File: config.mk
export PLATFORM = sky130hd
export DESIGN_NAME = bintobcd_seq_flat
export DESIGN_NICKNAME = d
export VERILOG_FILES = /design/src/rtl/bintobcd_seq_if.sv /design/src/rtl/bintobcd_seq.sv /design/src/flat_wrapper.sv
export SDC_FILE = /design/constraint.sdc
export NUM_CORES = 1
export LEC_CHECK = 0
export ABC_AREA = 1
export CAP_MARGIN = 20
export CORE_UTILIZATION = 35
export CTS_CLUSTER_DIAMETER = 100
export CTS_CLUSTER_SIZE = 10
export DETAILED_ROUTE_END_ITERATION = 12
export HOLD_SLACK_MARGIN = 0.12
export PLACE_DENSITY = 0.54
export SETUP_SLACK_MARGIN = 0.05
export SLEW_MARGIN = 10
export SYNTH_ARGS = -nofsm -noshare
export SYNTH_HDL_FRONTEND = slang
export SYNTH_SLANG_ARGS = --single-unit
File: constraint.sdc
create_clock -name clk -period 1.65 [get_ports clk]
set_input_delay 0.33 -clock clk [delete_from_list [all_inputs] [get_ports clk]]
set_output_delay 0.33 -clock clk [all_outputs]
set_load 0.05 [all_outputs]
File: src/rtl/bintobcd_seq_if.sv
// rtl/bintobcd_seq_if.sv - request/result bundle for the sequential binary-to-BCD converter
//
// Signals:
//   start - conversion request (master -> slave)
//   binin - 11-bit signed two's-complement value (master -> slave)
//   BCD   - eight display nibbles, nibble0 = BCD[3:0] (slave -> master)
//   busy  - conversion in progress (slave -> master)
//   done  - one-cycle pulse when BCD is updated (slave -> master)
interface bintobcd_seq_if;
    logic        start;
    logic [10:0] binin;
    logic [31:0] BCD;
    logic        busy;
    logic        done;

    modport master (
        output start,
        output binin,
        input  BCD,
        input  busy,
        input  done
    );

    modport slave (
        input  start,
        input  binin,
        output BCD,
        output busy,
        output done
    );
endinterface

File: src/rtl/bintobcd_seq.sv
// rtl/bintobcd_seq.sv - sequential signed binary to display-BCD converter (double-dabble)
//
// Ports:
//   clk   - sole clock, rising edge
//   reset - synchronous, active-high
//   bus   - bintobcd_seq_if slave: start, binin in; BCD, busy, done out
// Parameter:
//   LEADING_BLANK - 1: leading zero digits shown as 4'hF, 0: shown as 4'h0
// Nibble codes: 4'h0-4'h9 digit, 4'hE minus sign, 4'hF blank.
module bintobcd_seq #(
    parameter bit LEADING_BLANK = 1'b1
) (
    input  logic           clk,
    input  logic           reset,
    bintobcd_seq_if.slave  bus
);

    typedef enum logic [1:0] {
        IDLE   = 2'd0,
        SHIFT  = 2'd1,
        FORMAT = 2'd2
    } state_t;

    state_t      r_state;
    state_t      w_next;
    logic [3:0]  r_cnt;
    logic        r_sign;
    logic [10:0] r_mag;
    logic [15:0] r_scratch;
    logic [31:0] r_bcd;
    logic        r_done;

    logic [10:0] w_mag_in;
    logic [15:0] w_adj;
    logic [1:0]  w_msd;
    logic [2:0]  w_sign_pos;
    logic [31:0] w_fmt;

    // -1024 negates to 11'b100_0000_0000, which read unsigned is 1024.
    assign w_mag_in = bus.binin[10] ? (~bus.binin + 11'd1) : bus.binin;

    always_ff @(posedge clk) begin
        if (reset) begin
            r_state <= IDLE;
        end else begin
            r_state <= w_next;
        end
    end

    always_comb begin
        w_next = r_state;
        case (r_state)
            IDLE:    if (bus.start) w_next = SHIFT;
            SHIFT:   if (r_cnt == 4'd10) w_next = FORMAT;
            FORMAT:  w_next = IDLE;
            default: w_next = IDLE;
        endcase
    end

    // Add-3 correction applied before each shift so the doubled nibble stays decimal.
    always_comb begin
        w_adj = r_scratch;
        for (int i = 0; i < 4; i++) begin
            if (r_scratch[4*i +: 4] >= 4'd5) begin
                w_adj[4*i +: 4] = r_scratch[4*i +: 4] + 4'd3;
            end
        end
    end

    // Display formatting: locate the highest non-zero digit (nibble0 if all
    // zero), blank everything above it, and place the sign just above it.
    always_comb begin
        w_msd = 2'd0;
        for (int i = 1; i < 4; i++) begin
            if (r_scratch[4*i +: 4] != 4'h0) begin
                w_msd = i[1:0];
            end
        end

        w_fmt = 32'hFFFF_FFFF;
        for (int i = 0; i < 4; i++) begin
            if (!LEADING_BLANK || (i[1:0] <= w_msd)) begin
                w_fmt[4*i +: 4] = r_scratch[4*i +: 4];
            end
        end

        w_sign_pos = LEADING_BLANK ? ({1'b0, w_msd} + 3'd1) : 3'd4;
        if (r_sign) begin
            w_fmt[{w_sign_pos, 2'b00} +: 4] = 4'hE;
        end
    end

    always_ff @(posedge clk) begin
        if (reset) begin
            r_cnt     <= 4'd0;
            r_sign    <= 1'b0;
            r_mag     <= 11'd0;
            r_scratch <= 16'd0;
            r_bcd     <= 32'hFFFF_FFF0;
            r_done    <= 1'b0;
        end else begin
            r_done <= 1'b0;
            case (r_state)
                IDLE: begin
                    if (bus.start) begin
                        r_sign    <= bus.binin[10];
                        r_mag     <= w_mag_in;
                        r_scratch <= 16'd0;
                        r_cnt     <= 4'd0;
                    end
                end
                SHIFT: begin
                    r_scratch <= {w_adj[14:0], r_mag[10]};
                    r_mag     <= {r_mag[9:0], 1'b0};
                    r_cnt     <= r_cnt + 4'd1;
                end
                FORMAT: begin
                    r_bcd  <= w_fmt;
                    r_done <= 1'b1;
                end
                default: ;
            endcase
        end
    end

    assign bus.busy = (r_state != IDLE);
    assign bus.BCD  = r_bcd;
    assign bus.done = r_done;

endmodule
File: src/flat_wrapper.sv
// flat-port wrapper written by rule: the top's interface ports become plain ports
module bintobcd_seq_flat 
#(
    parameter bit LEADING_BLANK = 1'b1
)
  (clk, reset, bus_start, bus_binin, bus_BCD, bus_busy, bus_done);
  bintobcd_seq_if bus_i ();
  input  logic clk;
  input  logic reset;
  input wire logic [$bits(bus_i.start)-1:0] bus_start;
  input wire logic [$bits(bus_i.binin)-1:0] bus_binin;
  output wire logic [$bits(bus_i.BCD)-1:0] bus_BCD;
  output wire logic [$bits(bus_i.busy)-1:0] bus_busy;
  output wire logic [$bits(bus_i.done)-1:0] bus_done;
  assign bus_i.start = bus_start;
  assign bus_i.binin = bus_binin;
  assign bus_BCD = bus_i.BCD;
  assign bus_busy = bus_i.busy;
  assign bus_done = bus_i.done;
  bintobcd_seq #(.LEADING_BLANK(LEADING_BLANK)) u_core (.clk(clk), .reset(reset), .bus(bus_i));
endmodule
==> results of run 1 <==
what timing repair did:
action	CTS	global route
endpoints found under the setup margin	0	7
hold buffers	0	0
gates resized for setup	0	5
power by group:
group	internal (mW)	total (mW)	switching (mW)
registers	1.36	1.38	0.0177
logic	0.164	0.437	0.273
clock network	0.344	0.805	0.461
total	1.87	2.62	0.752
metal layers:
metal,wire length [µm],vias to the layer above,track usage,share of wire
li1,-,1428,-,-
met1,3130,1187,0.207,0.48
met2,3040,54,0.308,0.47
met3,226,9,0.0282,0.035
met4,85,0,0.0482,0.013
met5,0,-,0,0
through the flow:
stage	worst slack (ns)	utilization	instance area, µm²	hold WS (ns)
2_1_floorplan	0.316	-	2870	0.451
3_3_place_gp	-0.106	0.438	3400	0.431
3_5_place_dp	-0.0834	0.438	3400	0.435
4_1_cts	0.117	0.450	3500	0.461
5_1_grt	0.0796	0.452	3510	0.478
6_report	0.237	0.452	3510	0.455
flip-flops by register name, summed over array words and instances, names as in the netlist:
signal and count:
u_core.bus.BCD 20, u_core.bus.done 1, u_core.r_cnt 4, u_core.r_mag 11
u_core.r_scratch 16, u_core.r_sign 1, u_core.r_state 2
layout by cell type (no fill, tap or decap):
master	netlist	routed
ha_1	11	11
nand2_1	102	101
clkinv_1	1	1
dfxtp_1	55	52
o211ai_1	7	7
xor2_1	1	1
clkinvlp_4	0	1
nor2_1	25	24
a21boi_0	1	1
conb_1	1	12
o32ai_1	1	1
dfxtp_2	0	3
nand4_1	8	8
o21ai_0	32	32
a21oi_1	39	39
nand3_2	1	1
clkdlybuf4s50_1	0	13
clkinv_4	0	1
nor2_2	0	1
clkbuf_8	0	6
inv_1	51	51
nand3_1	36	36
buf_4	12	48
o22ai_1	6	6
buf_12	0	4
nand2_2	1	2
o21a_1	1	1
inv_2	3	3
nor3_1	2	2
final cells by class:
cell class	count	area share
Clock buffer	6	0.0235
Clock inverter	2	0.00464
Inverter	55	0.0589
Multi-Input combinational cell	286	0.399
Sequential cell	55	0.315
Tap cell	102	0.0364
Timing Repair Buffer	65	0.163
kinds of logic after synthesis:
group / Yosys count
AND/OR/NAND/NOR: 175
flip-flops: 55
XOR/XNOR: 1
buffers and inverters: 81
other: 1
AO/OA/AOI/OAI: 87
adder cells (fa/ha/maj): 11
worst register-to-register path, stage by stage (launching register included):
cell	delay, ns
dfxtp_2	0.38
inv_1	0.08
ha_1	0.19
nand2_1	0.10
nor2_2	0.06
nand2_2	0.10
nor2_1	0.07
buf_4	0.13
o21ai_0	0.15
nand2_1	0.06
path summary, 6_finish.rpt:
kind	startpoint	end	slack, ns	cells after the start
setup / recovery	u_core.r_scratch[9]	u_core.bus.BCD[5]	0.24	9
hold / removal	u_core.bus.BCD[28]	u_core.bus.BCD[28]	0.45	2
setup reg to reg	u_core.r_scratch[9]	u_core.bus.BCD[5]	0.24	9
hold reg to reg	u_core.bus.BCD[28]	u_core.bus.BCD[28]	0.45	2
==> results.yml, run 1 <==
synth:
  synthArstFlopShare: 0
  yosysTopAreaCell: "dfxtp_1"
  yosys-top-cells-count: "nand2_1, dfxtp_1, inv_1, a21oi_1, nand3_1"
  syn_area_mm2: 0.00283
  avgSynthCellArea_um2: 6.88
  synth_top_family_by_area: "simple AND/OR/NAND/NOR gates"
  yosys-top-cells-area: "dfxtp_1, nand2_1, a21oi_1"
  synthCells: 411
  ys_seq_area_frac: 0.390
  synthMuxAreaShare: 0
  synthAdderAreaFrac: 0.0487
  ys_ff_latch: 55
  ys.flop_type: "dfxtp_1"
  synthDistinctLibCells: 25
  synth_top_area_frac: 0.390
  synth_xor_area_frac: 0.00310
  synth_most_common_cell: "nand2_1"
  synth-edff-count: 0
  synth_simple_gate_area_share: 0.259
  yosysWarningCount: 0
  synth-compound-area-share: 0.166
die:
  initial_core_util: 0.364
  die_w_um: 91.9
  std_cell_rows: 32
  ioPinCount: 48
  coreArea_mm2: 0.00777
  die-area_mm2: 0.00844
  die_h_um: 91.9
critical_path:
  crit_slowest_cell: "dfxtp_2"
  cp-start-kind: "flip-flop"
  cp.required_ns: 1.86
  arrival_ns: 1.62
  cp_num_buf_inv: 2
  crit_type: "reg2reg"
  path_delay_family: "simple AND/OR/NAND/NOR gates"
  path_common_cell: "nand2_1"
  end_kind: "flip-flop"
  cpPeakStageDelay_ns: 0.38
  path_max_fanout: 5
  crit_path_cell_trace: "inv_1 -> ha_1 -> nand2_1 -> nor2_2 -> nand2_2 -> nor2_1 -> buf_4 -> o21ai_0 -> nand2_1"
clock_tree:
  cts_root_buffer: "clkbuf_8"
  path_clk_slew_ns: 0.10
  htreeDepth: 2
  cts_buffers: 5
  cts_tree: "done"
  cts_buffer_depth: 2
  clock_sinks: 55
  post_cts_buffers: 0
  clk_latency_ns: 0.31
finish:
  final_nets: 493
  n_antenna_cell: 0
  syn_to_final_growth_pct: 24.1
  fill_cells: 843
  finalNonFillerCells: 571
  multiInputGateArea_mm2: 0.00140
  drive_gt1_frac: 0.149
  register_area_mm2: 0.00110
pwr:
  totalPowerFinal_mw: 2.62
  p_leak_nw: 1.53
  vdd_drop_max_mv: 0.331
  power_density_mw_per_mm2: 747
timing:
  rsz0062_at_grt: "false"
  setup_violations: 0
  fin_skew_ns: 0.00878
  fmax_mhz: 708
  slew_violations: 0
  period_needed_ns: 1.41
  period_share: 0.856
  fin_setup_tns_ns: 0
  timing_hold_violations_final: 0
routing:
  routed_wl_um: 6480
  wl_per_cell_um: 11.3
  drc_errors: 0
  detail-route-antenna-nets: 0
  initialDrtViolationCount: 83
  viasPerCell: 4.69
  vias: 2678
  drt_pass1_iterations: 4
grt:
  antenna_found_initial: 0
  track_usage: 0.171
  grt_pass1_vias: 2632
  grt_overflow: 0
  grt_max_degree: 27
  grt_pass1_wl_um: 11800
placement:
  place_inst: 563
  gp_congestion: 0.799
  portBuffers: 35
  dp_hpwl_um: 4890
run_status:
  status: "finished clean"
hold_path:
  worstHoldPathType: "reg2reg"
flow_run:
  drv_cap: 0
Note: power is estimated with default switching activity, not from simulation.
==> run 2: changes to the inputs <==
--- a/config.mk
+++ b/config.mk
@@ -7,12 +7,12 @@
 export LEC_CHECK = 0
 export ABC_AREA = 1
 export CAP_MARGIN = 20
-export CORE_UTILIZATION = 35
+export CORE_UTILIZATION = 36
 export CTS_CLUSTER_DIAMETER = 100
 export CTS_CLUSTER_SIZE = 10
 export DETAILED_ROUTE_END_ITERATION = 12
 export HOLD_SLACK_MARGIN = 0.12
-export PLACE_DENSITY = 0.54
+export PLACE_DENSITY = 0.55
 export SETUP_SLACK_MARGIN = 0.05
 export SLEW_MARGIN = 10
 export SYNTH_ARGS = -nofsm -noshare
==> run 2 against run 1 <==
First-iteration DRC count increased by 25%. Design area decreased by 1.0%. Via count increased by 1.4%. Register-to-register slack about the same. Critical path depth decreased by 4. Power increased by 2.3%. Flip-flop and latch count unchanged. Count of clock-buffer cells in the layout decreased by 1. Clock power increased by 12%.
==> results.yml, run 2 (synthesis gave the netlist of run 1 again) <==
run_status:
  status: "finished clean"
clock_tree:
  hold_buffers: 0
  cts_buffer_depth: 2
  path_clk_slew_ns: 0.10
  cts_tree: "done"
  clk_latency_ns: 0.30
  htreeDepth: 2
  clock_sinks: 55
  cts_root_buffer: "clkbuf_8"
  cts_buffers: 5
  post_cts_buffers: 0
timing:
  worst_pin_slew_ns: 0.503
  fin_setup_tns_ns: 0
  hold_ws_ns: 0.455
  period_share: 0.872
  period_needed_ns: 1.44
  timing_hold_violations_final: 0
  fin_skew_ns: 0.00429
  fmax_mhz: 695
  rsz0062_at_grt: "false"
  slew_violations: 0
  setup_violations: 0
  relSlewSlack: 0.664
die:
  die-area_mm2: 0.00821
  std_cell_rows: 31
  coreArea_mm2: 0.00741
  die_w_um: 90.6
  initial_core_util: 0.382
  die_h_um: 90.6
  ioPinCount: 48
routing:
  vias: 2715
  detail-route-antenna-nets: 0
  initialDrtViolationCount: 104
  viasPerCell: 4.80
  drt_pass1_iterations: 6
  wl_per_cell_um: 11.3
  drc_errors: 0
  routed_wl_um: 6380
grt:
  track_usage: 0.158
  grt_pass1_wl_um: 10700
  grt_overflow: 0
  antenna_found_initial: 0
  grt_max_degree: 25
  grt_pass1_vias: 2372
critical_path:
  crit_path_cell_trace: "clkdlybuf4s50_1 -> nand3_2 -> nor2_1 -> inv_1 -> o21ai_0"
  crit_type: "in2reg"
  rr_worst_depth: 9
  cpPeakStageDelay_ns: 0.50
  r2r_setup_slack_ns: 0.23
  cp.required_ns: 1.89
  path_max_fanout: 6
  arrival_ns: 1.68
  cp-start-kind: "primary input"
  crit_slowest_cell: "clkdlybuf4s50_1"
  end_kind: "flip-flop"
placement:
  placed_area_mm2: 0.00334
  dp_hpwl_um: 4810
  gp_congestion: 0.827
  place_inst: 558
  portBuffers: 35
finish:
  largest_register_ffs: 20
  drive_gt1_frac: 0.143
  layout_commonest_cell: "nand2_1"
  n_antenna_cell: 0
  finalNonFillerCells: 566
  syn_to_final_growth_pct: 22.8
  fin_area_mm2: 0.00347
  final_nets: 491
  final_cell_mix: "nand2_1, dfxtp_1, inv_1"
pwr:
  power_density_mw_per_mm2: 772
  vdd_drop_max_mv: 0.385
  totalPowerFinal_mw: 2.68
  p_leak_nw: 1.52
hold_path:
  whs_path_depth: 2
  worstHoldPathType: "reg2reg"
flow_run:
  drv_cap: 0
run 2: cell count changes in the layout (fill, tap and decap cells not counted), sizes merged:
cell,previous run,this run
buf,52,50
clkinvlp,1,0
bufinv,0,1
clkinv,2,3
clkbuf,6,5
run 2: critical path: cells and delay by family:
kind	cells	cell delay, ns
simple gates	2	0.55
compound gates	1	0.16
buf+inv	2	0.64
run 2: area by class of cell:
class | count | area [µm²]
flip-flops and latches | 55 | 1100
inverters | 55 | 209
repair buffers | 63 | 518
multi-input cells | 286 | 1410
clock buffers | 5 | 68.8
fillers | 776 | 3940
clock inverters | 3 | 43.8
well taps | 99 | 124
run 2: power by group:
part	total, mW	internal (mW)	switching [mW]
Combinational	0.401	0.137	0.264
Sequential	1.38	1.36	0.0175
Clock	0.901	0.453	0.448
Total	2.68	1.95	0.730
run 2: layer usage:
metal | vias up | global-route usage | part of all wire
li1 | 1429 | - | -
met1 | 1221 | 0.200 | 0.47
met2 | 61 | 0.278 | 0.48
met3 | 4 | 0.0261 | 0.039
met4 | 0 | 0.0363 | 0.0083
met5 | - | 0 | 0
run 2: final timing paths:
kind | from | to
setup / recovery | bus_start | u_core.r_mag[0]
hold / removal | u_core.bus.BCD[24] | u_core.bus.BCD[24]
setup reg to reg | u_core.r_scratch[4] | u_core.r_scratch[6]
hold reg to reg | u_core.bus.BCD[24] | u_core.bus.BCD[24]
run 2: per-stage QoR:
stage	worst slack (ns)	util
3_3_place_gp	-0.115	0.451
4_1_cts	0.133	0.466
3_5_place_dp	-0.127	0.451
2_1_floorplan	0.316	-
6_report	0.211	0.469
5_1_grt	0.0871	0.469
run 2: timing repair:
item | in CTS | in global routing
endpoints found under the hold margin | 0 | 0
resized for setup | 0 | 8
setup endpoints to repair | 0 | 8
==> run 3: changes to the inputs <==
--- a/config.mk
+++ b/config.mk
@@ -7,12 +7,14 @@
 export LEC_CHECK = 0
 export ABC_AREA = 1
 export CAP_MARGIN = 20
-export CORE_UTILIZATION = 36
+export CELL_PAD_IN_SITES_DETAIL_PLACEMENT = 2
+export CELL_PAD_IN_SITES_GLOBAL_PLACEMENT = 2
+export CORE_UTILIZATION = 29
 export CTS_CLUSTER_DIAMETER = 100
 export CTS_CLUSTER_SIZE = 10
 export DETAILED_ROUTE_END_ITERATION = 12
 export HOLD_SLACK_MARGIN = 0.12
-export PLACE_DENSITY = 0.55
+export PLACE_DENSITY = 0.76
 export SETUP_SLACK_MARGIN = 0.05
 export SLEW_MARGIN = 10
 export SYNTH_ARGS = -nofsm -noshare
==> run 3 against run 2 <==
First-iteration DRC count down 46%. Flip-flop and latch count stayed put. Register-to-register slack got worse by 0.02 ns. Power decreased by 4.2%. Clock skew decreased by 0.0013 ns. Non-clock buffer count grew 3. Combinational power up 7.5%.
==> results.yml, run 3 (synthesis gave the netlist of run 1 again) <==
finish:
  syn_to_final_growth_pct: 24.9
  drive_gt1_frac: 0.149
  finalNonFillerCells: 599
  final_util: 0.378
  layout_commonest_cell: "nand2_1"
  multiInputGateArea_mm2: 0.00141
  fill_cells: 1169
  final_cell_mix: "nand2_1, dfxtp_1, inv_1"
  n_antenna_cell: 0
  final_nets: 494
  largest_register_ffs: 20
  register_area_mm2: 0.00110
clock_tree:
  clock_sinks: 55
  cts_buffer_depth: 2
  htreeDepth: 2
  path_clk_slew_ns: 0.10
  post_cts_buffers: 0
  cts_buffers: 5
  cts_root_buffer: "clkbuf_8"
  clk_latency_ns: 0.31
  hold_buffers: 0
  cts_tree: "done"
routing:
  viasPerCell: 4.78
  initialDrtViolationCount: 56
  wl_per_cell_um: 14.4
  detail-route-antenna-nets: 0
  drc_errors: 0
  routed_wl_um: 8610
  drt_pass1_iterations: 4
  vias: 2861
grt:
  grt_overflow: 0
  track_usage: 0.181
  grt_pass1_vias: 3071
  grt_max_degree: 25
  antenna_found_initial: 0
  grt_pass1_wl_um: 14500
pwr:
  combPwrFrac: 0.168
  cell_internal_pwr_mw: 1.81
  clock_power_share: 0.294
  vdd_drop_max_mv: 0.326
  swShare: 0.295
  p_sw_uw: 758
  totalPowerFinal_mw: 2.57
  power_frac_seq: 0.538
  power_density_mw_per_mm2: 728
  p_leak_nw: 1.53
critical_path:
  crit_type: "reg2reg"
  crit_slowest_cell: "dfxtp_1"
  cp-start-kind: "flip-flop"
  path_delay_family: "buffers and inverters"
  cp.required_ns: 1.89
  cpPeakStageDelay_ns: 0.36
  cp_num_buf_inv: 3
  arrival_ns: 1.68
  end_kind: "flip-flop"
  path_max_fanout: 11
  critPathLaunch: "u_core.r_state[1]"
  rr_startpoint: "u_core.r_state[1]"
  crit_path_cell_trace: "inv_2 -> nand2_1 -> nand2_2 -> inv_2 -> buf_12 -> nand2_1 -> a21oi_1"
timing:
  timing_hold_violations_final: 0
  slew_violations: 0
  rsz0062_at_grt: "false"
  period_share: 0.872
  fin_setup_tns_ns: 0
  period_needed_ns: 1.44
  setup_violations: 0
  fmax_mhz: 695
  fin_skew_ns: 0.00300
placement:
  portBuffers: 35
  place_inst: 591
  dp_hpwl_um: 6640
  gp_congestion: 0.732
run_status:
  status: "finished clean"
flow_run:
  drv_cap: 0
die:
  initial_core_util: 0.303
  coreArea_mm2: 0.00933
  die_w_um: 101
  die_h_um: 101
  ioPinCount: 48
  die-area_mm2: 0.0101
  std_cell_rows: 35
hold_path:
  hp-start: "u_core.bus.BCD[20]"
  worstHoldPathType: "reg2reg"
==> run 3: layout make-up <==
| cell class | count | area share |
|---|---|---|
| multi-input cells | 286 | 0.399 |
| well taps | 129 | 0.0457 |
| flip-flops and latches | 55 | 0.313 |
| clock buffers | 7 | 0.0216 |
| repair buffers | 66 | 0.160 |
| inverters | 55 | 0.0592 |
| clock inverters | 1 | 0.00142 |
==> run 3: power groups by stage <==
stage               Clock (mW)  Sequential, mW  Combinational, mW
detailed placement           0            1.41              0.433
floorplan                    0            1.41              0.282
global route             0.827            1.39              0.473
finish                   0.756            1.38              0.431
CTS                      0.773            1.38              0.436
global placement             0            1.41              0.424
==> run 3: metal layers <==
layer	share of wire	wire (µm)	GRT usage	vias up
met2	0.53	4600	0.360	37
met3	0.022	188	0.0270	6
met4	0.0095	82	0.0368	0
met1	0.43	3740	0.200	1392
li1	-	-	-	1426
met5	0	0	0	-
==> run 3: path summary, 6_finish.rpt <==
kind,to,slack [ns],depth (start not counted)
max reg2reg,u_core.r_scratch[10],0.21,7
min,u_core.bus.BCD[20],0.47,2
min reg2reg,u_core.bus.BCD[20],0.47,2
max,u_core.r_scratch[10],0.21,7
==> run 3: through the flow <==
| stage | hold WS, ns | area (µm²) | setup slack (ns) |
|---|---|---|---|
| after detailed placement | 0.453 | 3430 | -0.117 |
| after global placement | 0.431 | 3430 | -0.0810 |
| final | 0.466 | 3530 | 0.211 |
| after CTS | 0.477 | 3510 | 0.0851 |
| after floorplan | 0.451 | 2870 | 0.316 |
| after global routing | 0.499 | 3530 | 0.0595 |
==> run 3: repair_timing <==
| item | CTS | global route |
|---|---|---|
| gates cloned | 0 | 0 |
| resized for setup | 1 | 9 |
| endpoints found under the setup margin | 3 | 7 |
==> run 3: worst register-to-register path, stage by stage (launching register included) <==
cell and delay [ns]:
dfxtp_1 0.36, inv_2 0.06, nand2_1 0.26, nand2_2 0.10, inv_2 0.21, buf_12 0.17
nand2_1 0.06, a21oi_1 0.16
